<file path="src/rtl/pipeline_pkg.sv">
// Shared encodings for the RV32I pipeline hazard logic: result-select codes,
// forwarding mux selects, hazard FSM states and the stall/flush control bundle.
package pipeline_pkg;

    localparam logic [2:0] RES_MEM = 3'b001;

    typedef enum logic [1:0] {
        FWD_RF  = 2'b00,
        FWD_WB  = 2'b01,
        FWD_MEM = 2'b10
    } fwd_e;

    typedef enum logic [1:0] {
        RUN      = 2'b00,
        MEM_WAIT = 2'b01,
        FAULT    = 2'b10
    } hz_state_e;

    typedef struct packed {
        logic stallf;
        logic stalld;
        logic stalle;
        logic stallm;
        logic flushd;
        logic flushe;
        logic flushw;
    } hz_ctrl_t;

    localparam hz_ctrl_t CTRL_NONE = '0;

    // Source-operand forwarding select; the M stage holds the younger result,
    // so it wins over W. Register x0 is hard-wired to zero and never forwards.
    function automatic fwd_e fwd_select(
        input logic regwrite_m,
        input logic regwrite_w,
        input logic rdm_hit,
        input logic rdw_hit,
        input logic rdm_zero,
        input logic rdw_zero
    );
        fwd_e sel;
        sel = FWD_RF;
        if (regwrite_m && !rdm_zero && rdm_hit) begin
            sel = FWD_MEM;
        end else if (regwrite_w && !rdw_zero && rdw_hit) begin
            sel = FWD_WB;
        end
        return sel;
    endfunction

endpackage

</file>
<file path="src/rtl/hazard_ctrl_sat_counter.sv">
// Saturating up-counter: holds at all-ones instead of wrapping; clr has priority.
module sat_counter #(
    parameter int WIDTH = 32
) (
    input  logic             clk,
    input  logic             i_clr,
    input  logic             i_inc,
    output logic [WIDTH-1:0] o_count
);

    logic [WIDTH-1:0] r_count;

    always_ff @(posedge clk) begin
        if (i_clr) begin
            r_count <= '0;
        end else if (i_inc && (r_count != '1)) begin
            r_count <= r_count + WIDTH'(1);
        end
    end

    assign o_count = r_count;

endmodule

</file>
<file path="src/rtl/hazard_ctrl.sv">
// Hazard/stall scheduler for the 5-stage RV32I pipeline: operand forwarding,
// load-use bubbles, redirect flushes, data-memory waits with a timeout fault.
module hazard_ctrl
    import pipeline_pkg::*;
#(
    parameter int REG_FILE_ADDR_WIDTH = 5,
    parameter int TIMEOUT             = 255,
    parameter int CNT_WIDTH           = 32
) (
    input  logic                           clk,
    input  logic                           rst,
    input  logic [REG_FILE_ADDR_WIDTH-1:0] rs1d,
    input  logic [REG_FILE_ADDR_WIDTH-1:0] rs2d,
    input  logic [REG_FILE_ADDR_WIDTH-1:0] rs1e,
    input  logic [REG_FILE_ADDR_WIDTH-1:0] rs2e,
    input  logic [REG_FILE_ADDR_WIDTH-1:0] rde,
    input  logic [REG_FILE_ADDR_WIDTH-1:0] rdm,
    input  logic [REG_FILE_ADDR_WIDTH-1:0] rdw,
    input  logic                           regwritem,
    input  logic                           regwritew,
    input  logic [2:0]                     resultsrce,
    input  logic                           pcsrce,
    input  logic                           memreqm,
    input  logic                           memreadym,
    output logic [1:0]                     forwardae,
    output logic [1:0]                     forwardbe,
    output logic                           stallf,
    output logic                           stalld,
    output logic                           stalle,
    output logic                           stallm,
    output logic                           flushd,
    output logic                           flushe,
    output logic                           flushw,
    output logic                           memerr,
    output logic [CNT_WIDTH-1:0]           stall_cnt,
    output logic [CNT_WIDTH-1:0]           flush_cnt
);

    localparam int WAIT_W = (TIMEOUT < 1) ? 1 : $clog2(TIMEOUT + 1);
    localparam logic [WAIT_W:0] TIMEOUT_CMP = (WAIT_W + 1)'(TIMEOUT);

    hz_state_e                r_state;
    hz_state_e                w_state_next;
    logic [WAIT_W-1:0]        r_wait_cnt;
    logic [WAIT_W-1:0]        w_wait_next;
    logic [WAIT_W:0]          w_wait_inc;
    logic                     r_memerr;
    logic                     w_memerr_next;
    hz_ctrl_t                 w_ctrl;
    logic                     w_redirect;
    logic                     w_memwait;
    logic                     w_lwstall;
    logic [REG_FILE_ADDR_WIDTH-1:0] w_rs_e [2];
    fwd_e                     w_fwd [2];

    assign w_rs_e[0] = rs1e;
    assign w_rs_e[1] = rs2e;

    genvar gi;
    generate
        for (gi = 0; gi < 2; gi++) begin : g_fwd
            assign w_fwd[gi] = fwd_select(regwritem, regwritew,
                                          rdm == w_rs_e[gi], rdw == w_rs_e[gi],
                                          rdm == '0, rdw == '0);
        end
    endgenerate

    assign forwardae = rst ? FWD_RF : w_fwd[0];
    assign forwardbe = rst ? FWD_RF : w_fwd[1];

    assign w_lwstall  = (resultsrce == RES_MEM) && (rde != '0) && ((rde == rs1d) || (rde == rs2d));
    assign w_memwait  = memreqm && !memreadym;
    assign w_wait_inc = {1'b0, r_wait_cnt} + (WAIT_W + 1)'(1);

    // Next-state logic: the timeout trips on the wait cycle whose increment
    // would bring the counter to TIMEOUT.
    always_comb begin
        w_state_next  = r_state;
        w_wait_next   = r_wait_cnt;
        w_memerr_next = r_memerr;
        case (r_state)
            RUN: begin
                w_wait_next = '0;
                if (w_memwait) begin
                    w_state_next = MEM_WAIT;
                end
            end
            MEM_WAIT: begin
                w_wait_next = w_wait_inc[WAIT_W-1:0];
                if (memreadym) begin
                    w_state_next = RUN;
                    w_wait_next  = '0;
                end else if (w_wait_inc >= TIMEOUT_CMP) begin
                    w_state_next  = FAULT;
                    w_memerr_next = 1'b1;
                end
            end
            FAULT: begin
                w_state_next = FAULT;
            end
            default: begin
                w_state_next = RUN;
                w_wait_next  = '0;
            end
        endcase
    end

    // Output priority: reset, fault, memory wait, redirect, load-use bubble.
    always_comb begin
        w_ctrl     = CTRL_NONE;
        w_redirect = 1'b0;
        if (rst) begin
            w_ctrl.flushd = 1'b1;
            w_ctrl.flushe = 1'b1;
            w_ctrl.flushw = 1'b1;
        end else if ((r_state == FAULT) || w_memwait) begin
            w_ctrl.stallf = 1'b1;
            w_ctrl.stalld = 1'b1;
            w_ctrl.stalle = 1'b1;
            w_ctrl.stallm = 1'b1;
            w_ctrl.flushw = 1'b1;
        end else if (pcsrce) begin
            w_ctrl.flushd = 1'b1;
            w_ctrl.flushe = 1'b1;
            w_redirect    = 1'b1;
        end else if (w_lwstall) begin
            w_ctrl.stallf = 1'b1;
            w_ctrl.stalld = 1'b1;
            w_ctrl.flushe = 1'b1;
        end
    end

    always_ff @(posedge clk) begin
        if (rst) begin
            r_state    <= RUN;
            r_wait_cnt <= '0;
            r_memerr   <= 1'b0;
        end else begin
            r_state    <= w_state_next;
            r_wait_cnt <= w_wait_next;
            r_memerr   <= w_memerr_next;
        end
    end

    assign stallf = w_ctrl.stallf;
    assign stalld = w_ctrl.stalld;
    assign stalle = w_ctrl.stalle;
    assign stallm = w_ctrl.stallm;
    assign flushd = w_ctrl.flushd;
    assign flushe = w_ctrl.flushe;
    assign flushw = w_ctrl.flushw;
    assign memerr = r_memerr;

    sat_counter #(.WIDTH(CNT_WIDTH)) u_stall_cnt (
        .clk     (clk),
        .i_clr   (rst),
        .i_inc   (w_ctrl.stallf),
        .o_count (stall_cnt)
    );

    sat_counter #(.WIDTH(CNT_WIDTH)) u_flush_cnt (
        .clk     (clk),
        .i_clr   (rst),
        .i_inc   (w_redirect),
        .o_count (flush_cnt)
    );

endmodule

</file>
<file path="config.mk">
export PLATFORM = sky130hd
export DESIGN_NAME = hazard_ctrl
export DESIGN_NICKNAME = d
export VERILOG_FILES = /design/src/rtl/pipeline_pkg.sv /design/src/rtl/hazard_ctrl_sat_counter.sv /design/src/rtl/hazard_ctrl.sv
export SDC_FILE = /design/constraint.sdc
export NUM_CORES = 1
export LEC_CHECK = 0
export BUFFER_PORTS_ARGS = -buffer_cell sky130_fd_sc_hd__buf_4
export CORE_ASPECT_RATIO = 0.5
export CORE_MARGIN = 3
export CORE_UTILIZATION = 42
export DETAILED_ROUTE_END_ITERATION = 8
export PLACE_DENSITY = 0.67
export SETUP_SLACK_MARGIN = 0.2
export SLEW_MARGIN = 10
export SYNTH_ARGS = -nofsm -noshare
export SYNTH_HDL_FRONTEND = slang
export SYNTH_SLANG_ARGS = --single-unit
</file>
<file path="constraint.sdc">
create_clock -name clk -period 2.8 [get_ports clk]
set_input_delay 0.14 -clock clk [delete_from_list [all_inputs] [get_ports clk]]
set_output_delay 0.14 -clock clk [all_outputs]
set_load 0.02 [all_outputs]
</file>
==> key figures <==
Timing
  • Slew headroom: 0.446
  • Endpoints failing setup: 0
  • Fin Hold WS: approximately 210 ps
  • FMAX: about 0.41 GHz
  • Period minus WS final: between 2000 and 2500 ps
  • Clk_skew: 5.57 ps
  • Final Hold Vio Count: 0
  • Setup_tns: 0 ps
  • Worst slew pin tran: between 800 and 900 ps
  • Final setup margin: 386 ps
  • RSZ-0062 raised after global routing: yes
  • Fin. max-slew vios: 0
  • Period utilization: 0.862

Yosys
  • Cell area after synthesis: 4190 sq um
  • Synth Flop Type: dfxtp_1
  • Mapped Cells: slightly above 500
  • Post-synth EDFFs: 0
  • Ys Warns: 0
  • Syn avg cell area: just over 8 sq um
  • Area contributors post-synth: dfxtp_1, xnor2_1, xor2_1, or3_1, a21oi_1
  • Register area share after synthesis: 0.358
  • Post-synthesis cell type count: between 40 and 50
  • Area share of the largest cell type after synthesis: 0.358
  • Net Count, Synth: between 500 and 600
  • Cell taking the most area after synthesis: dfxtp_1
  • Share of flip-flops with an asynchronous set or reset: 0
  • Synthesized flop and latch total: 75

CTS
  • Setup bufs post-CTS: 0
  • CTS clk-pin slew, worst paths: ~60 ps
  • Sink Count: 75
  • CTS max path bufs: 2
  • H-tree Lvls: 3
  • Clk_lat worst skew: between 300 and 400 ps
  • Root buf cell: clkbuf_16
  • TritonCTS clock tree: yes
  • Cts bufs inserted: 9

Die
  • Initial core utilization: 0.438
  • Die Ht: 76.7 um
  • Placeable Area: roughly 9600 sq um
  • Die area: 11,300 sq um
  • Io pins: 121
  • Die Wd: ~150 um
  • Row cnt: 25

Power
  • Static leakage: 2.08 nW
  • Int Power: 1.88 mW
  • Clock power share: 0.480
  • Switching power total: around 0.57 mW
  • PwrDens: around 440 nW/um^2
  • Reg power frac: 0.438
  • Sw Ratio: 0.234
  • Pwr Total: 2.45 mW
  • Combinational power share: 0.082
  • Maximum VDD drop: about 0.28 mV

Detailed routing
  • Via density: between 5 and 6
  • DR DRC count: 0
  • Final WL: 11,100 um
  • Antenna Violating Nets Remaining: 0
  • Via count: approximately 4,200
  • Wire length per cell: around 14 um
  • Drt first pass iters: 5
  • First-iteration detailed-routing DRC count: 243

Layout
  • Area Growth Syn to Fin: 32.2%
  • Nets: just under 700
  • Share of cells above drive strength 1: 0.246
  • Core Util, Final: 0.579
  • FILL cells: roughly 900
  • Diode count: 0

Setup path
  • Worst Path Max Fanout: 11
  • CP arrival: 2680 ps
  • Startpoint Class: register
  • Critical path class: register to register
  • CP Capture Type: register
  • CP required: slightly above 3000 ps

Place
  • Post-Place Setup Slack: about 230 ps
  • Gpl congestion: just over 0.8
  • Port Buffers: 120
  • HPWL after DPL: 7810 um

Global routing
  • Initial antenna violation count: 0
  • Tot GR Track Use: 0.195
  • Largest net degree at the start of global routing: 46
  • Vias in the first global route: just under 4,000
  • GR Overflow Total: 0
  • First-pass GRT wire length: about 18,000 um

Worst hold path
  • Worst Hold Class: input port to register

Run
  • Maximum Capacitance Violations: 0

Run status
  • Status: finished clean
## final timing paths
check                         start                     end  slack [ps]  cells past startpoint
min reg2reg                  memerr                  memerr         450                      2
max reg2reg  u_stall_cnt.o_count[0]  u_stall_cnt.o_count[3]         390                      8
min                         memreqm              r_state[0]         210                      4
max          u_stall_cnt.o_count[0]  u_stall_cnt.o_count[3]         390                      8
## routing by layer
layer / global-route usage / wire length, um
met1: 0.265 / 5230
met2: 0.314 / 5280
met3: 0.0484 / 538
met4: 0.0465 / 85
met5: 0 / 0
## per-stage QoR
stage               instance area (sq um)  cells
floorplan                            4190    515
finish                               5540    774
global route                         5540    774
detailed placement                   5190    755
CTS                                  5510    772
global placement                     5190    755
## cell usage after synthesis (all sizes together) (2+ instances only)
library cell and n:
clkbuf 15, nor4 6, buf 8, a31oi 5
inv 12, or4 13, and3 12, a2bb2oi 2
and4 10, nand3 36, o41ai 3, nand2b 3
nand2 35, o311ai 5, o21ai 29, ha 4
nor2 48, or2 3, xnor2 37, or3 30
o31ai 7, nand4 25, dfxtp 75, and2 3
o211ai 5, a21oi 37, xor2 25, o21a 2
nor3 12
## worst max-delay path, cell delays in order, from the launching register on
cell and delay, ps:
dfxtp_1 400, ha_1 290, and3_1 320, nand4_1 180, or4_4 510, o211ai_4 190, buf_4 210, o21ai_0 90
a21oi_1 140
## cells by family (layout without fill, tap and decap cells)
logic type / Yosys count / count (layout) / synth area share
fa+ha+maj: 4 / 4 / 0.0119
buf+inv: 35 / 157 / 0.0418
xor+xnor: 62 / 62 / 0.130
simple gates: 238 / 238 / 0.309
flops: 75 / 75 / 0.358
mux: 1 / 1 / 0.00239
compound gates: 100 / 102 / 0.148
## layout by cell type (no fill, tap or decap), drive strengths merged, types with 4 or more instances in the layout
cell type	n
buf	128
dfxtp	75
nor2	48
xnor2	37
a21oi	37
nand3	36
nand2	35
or3	30
o21ai	29
xor2	25
nand4	25
inv	13
or4	13
nor3	12
and3	12
and4	10
clkbuf	10
o31ai	7
o211ai	7
nor4	6
a31oi	5
o311ai	5
ha	4
## power groups by stage
| stage | logic (mW) | clock network [mW] | registers (mW) |
|---|---|---|---|
| 2_1_floorplan | 0.102 | 0 | 1.10 |
| 3_3_place_gp | 0.195 | 0 | 1.10 |
| 3_5_place_dp | 0.196 | 0 | 1.10 |
| 4_1_cts | 0.199 | 1.19 | 1.07 |
| 5_1_grt | 0.222 | 1.25 | 1.08 |
| 6_report | 0.202 | 1.18 | 1.07 |
## sequential cells by signal (all words and copies together), names as in the netlist
register,count
r_state,2
u_stall_cnt.o_count,32
u_flush_cnt.o_count,32
memerr,1
r_wait_cnt,8
## layout make-up
type                       count  area (sq um)  area share
timing repair buffer         129           971       0.175
clock inverter                 6          63.8      0.0115
sequential                    75          1500       0.271
clock buffer                  10           239      0.0431
tap                          135           169      0.0305
inverter                      12          45.0     0.00813
multi-input combinational    407          2550       0.460
## repair_timing
action	CTS	global route
gates resized for setup	0	3
hold buffers	1	0
setup endpoints to repair	0	26
hold endpoints to repair	1	0
Note: power is estimated with default switching activity, not from simulation.
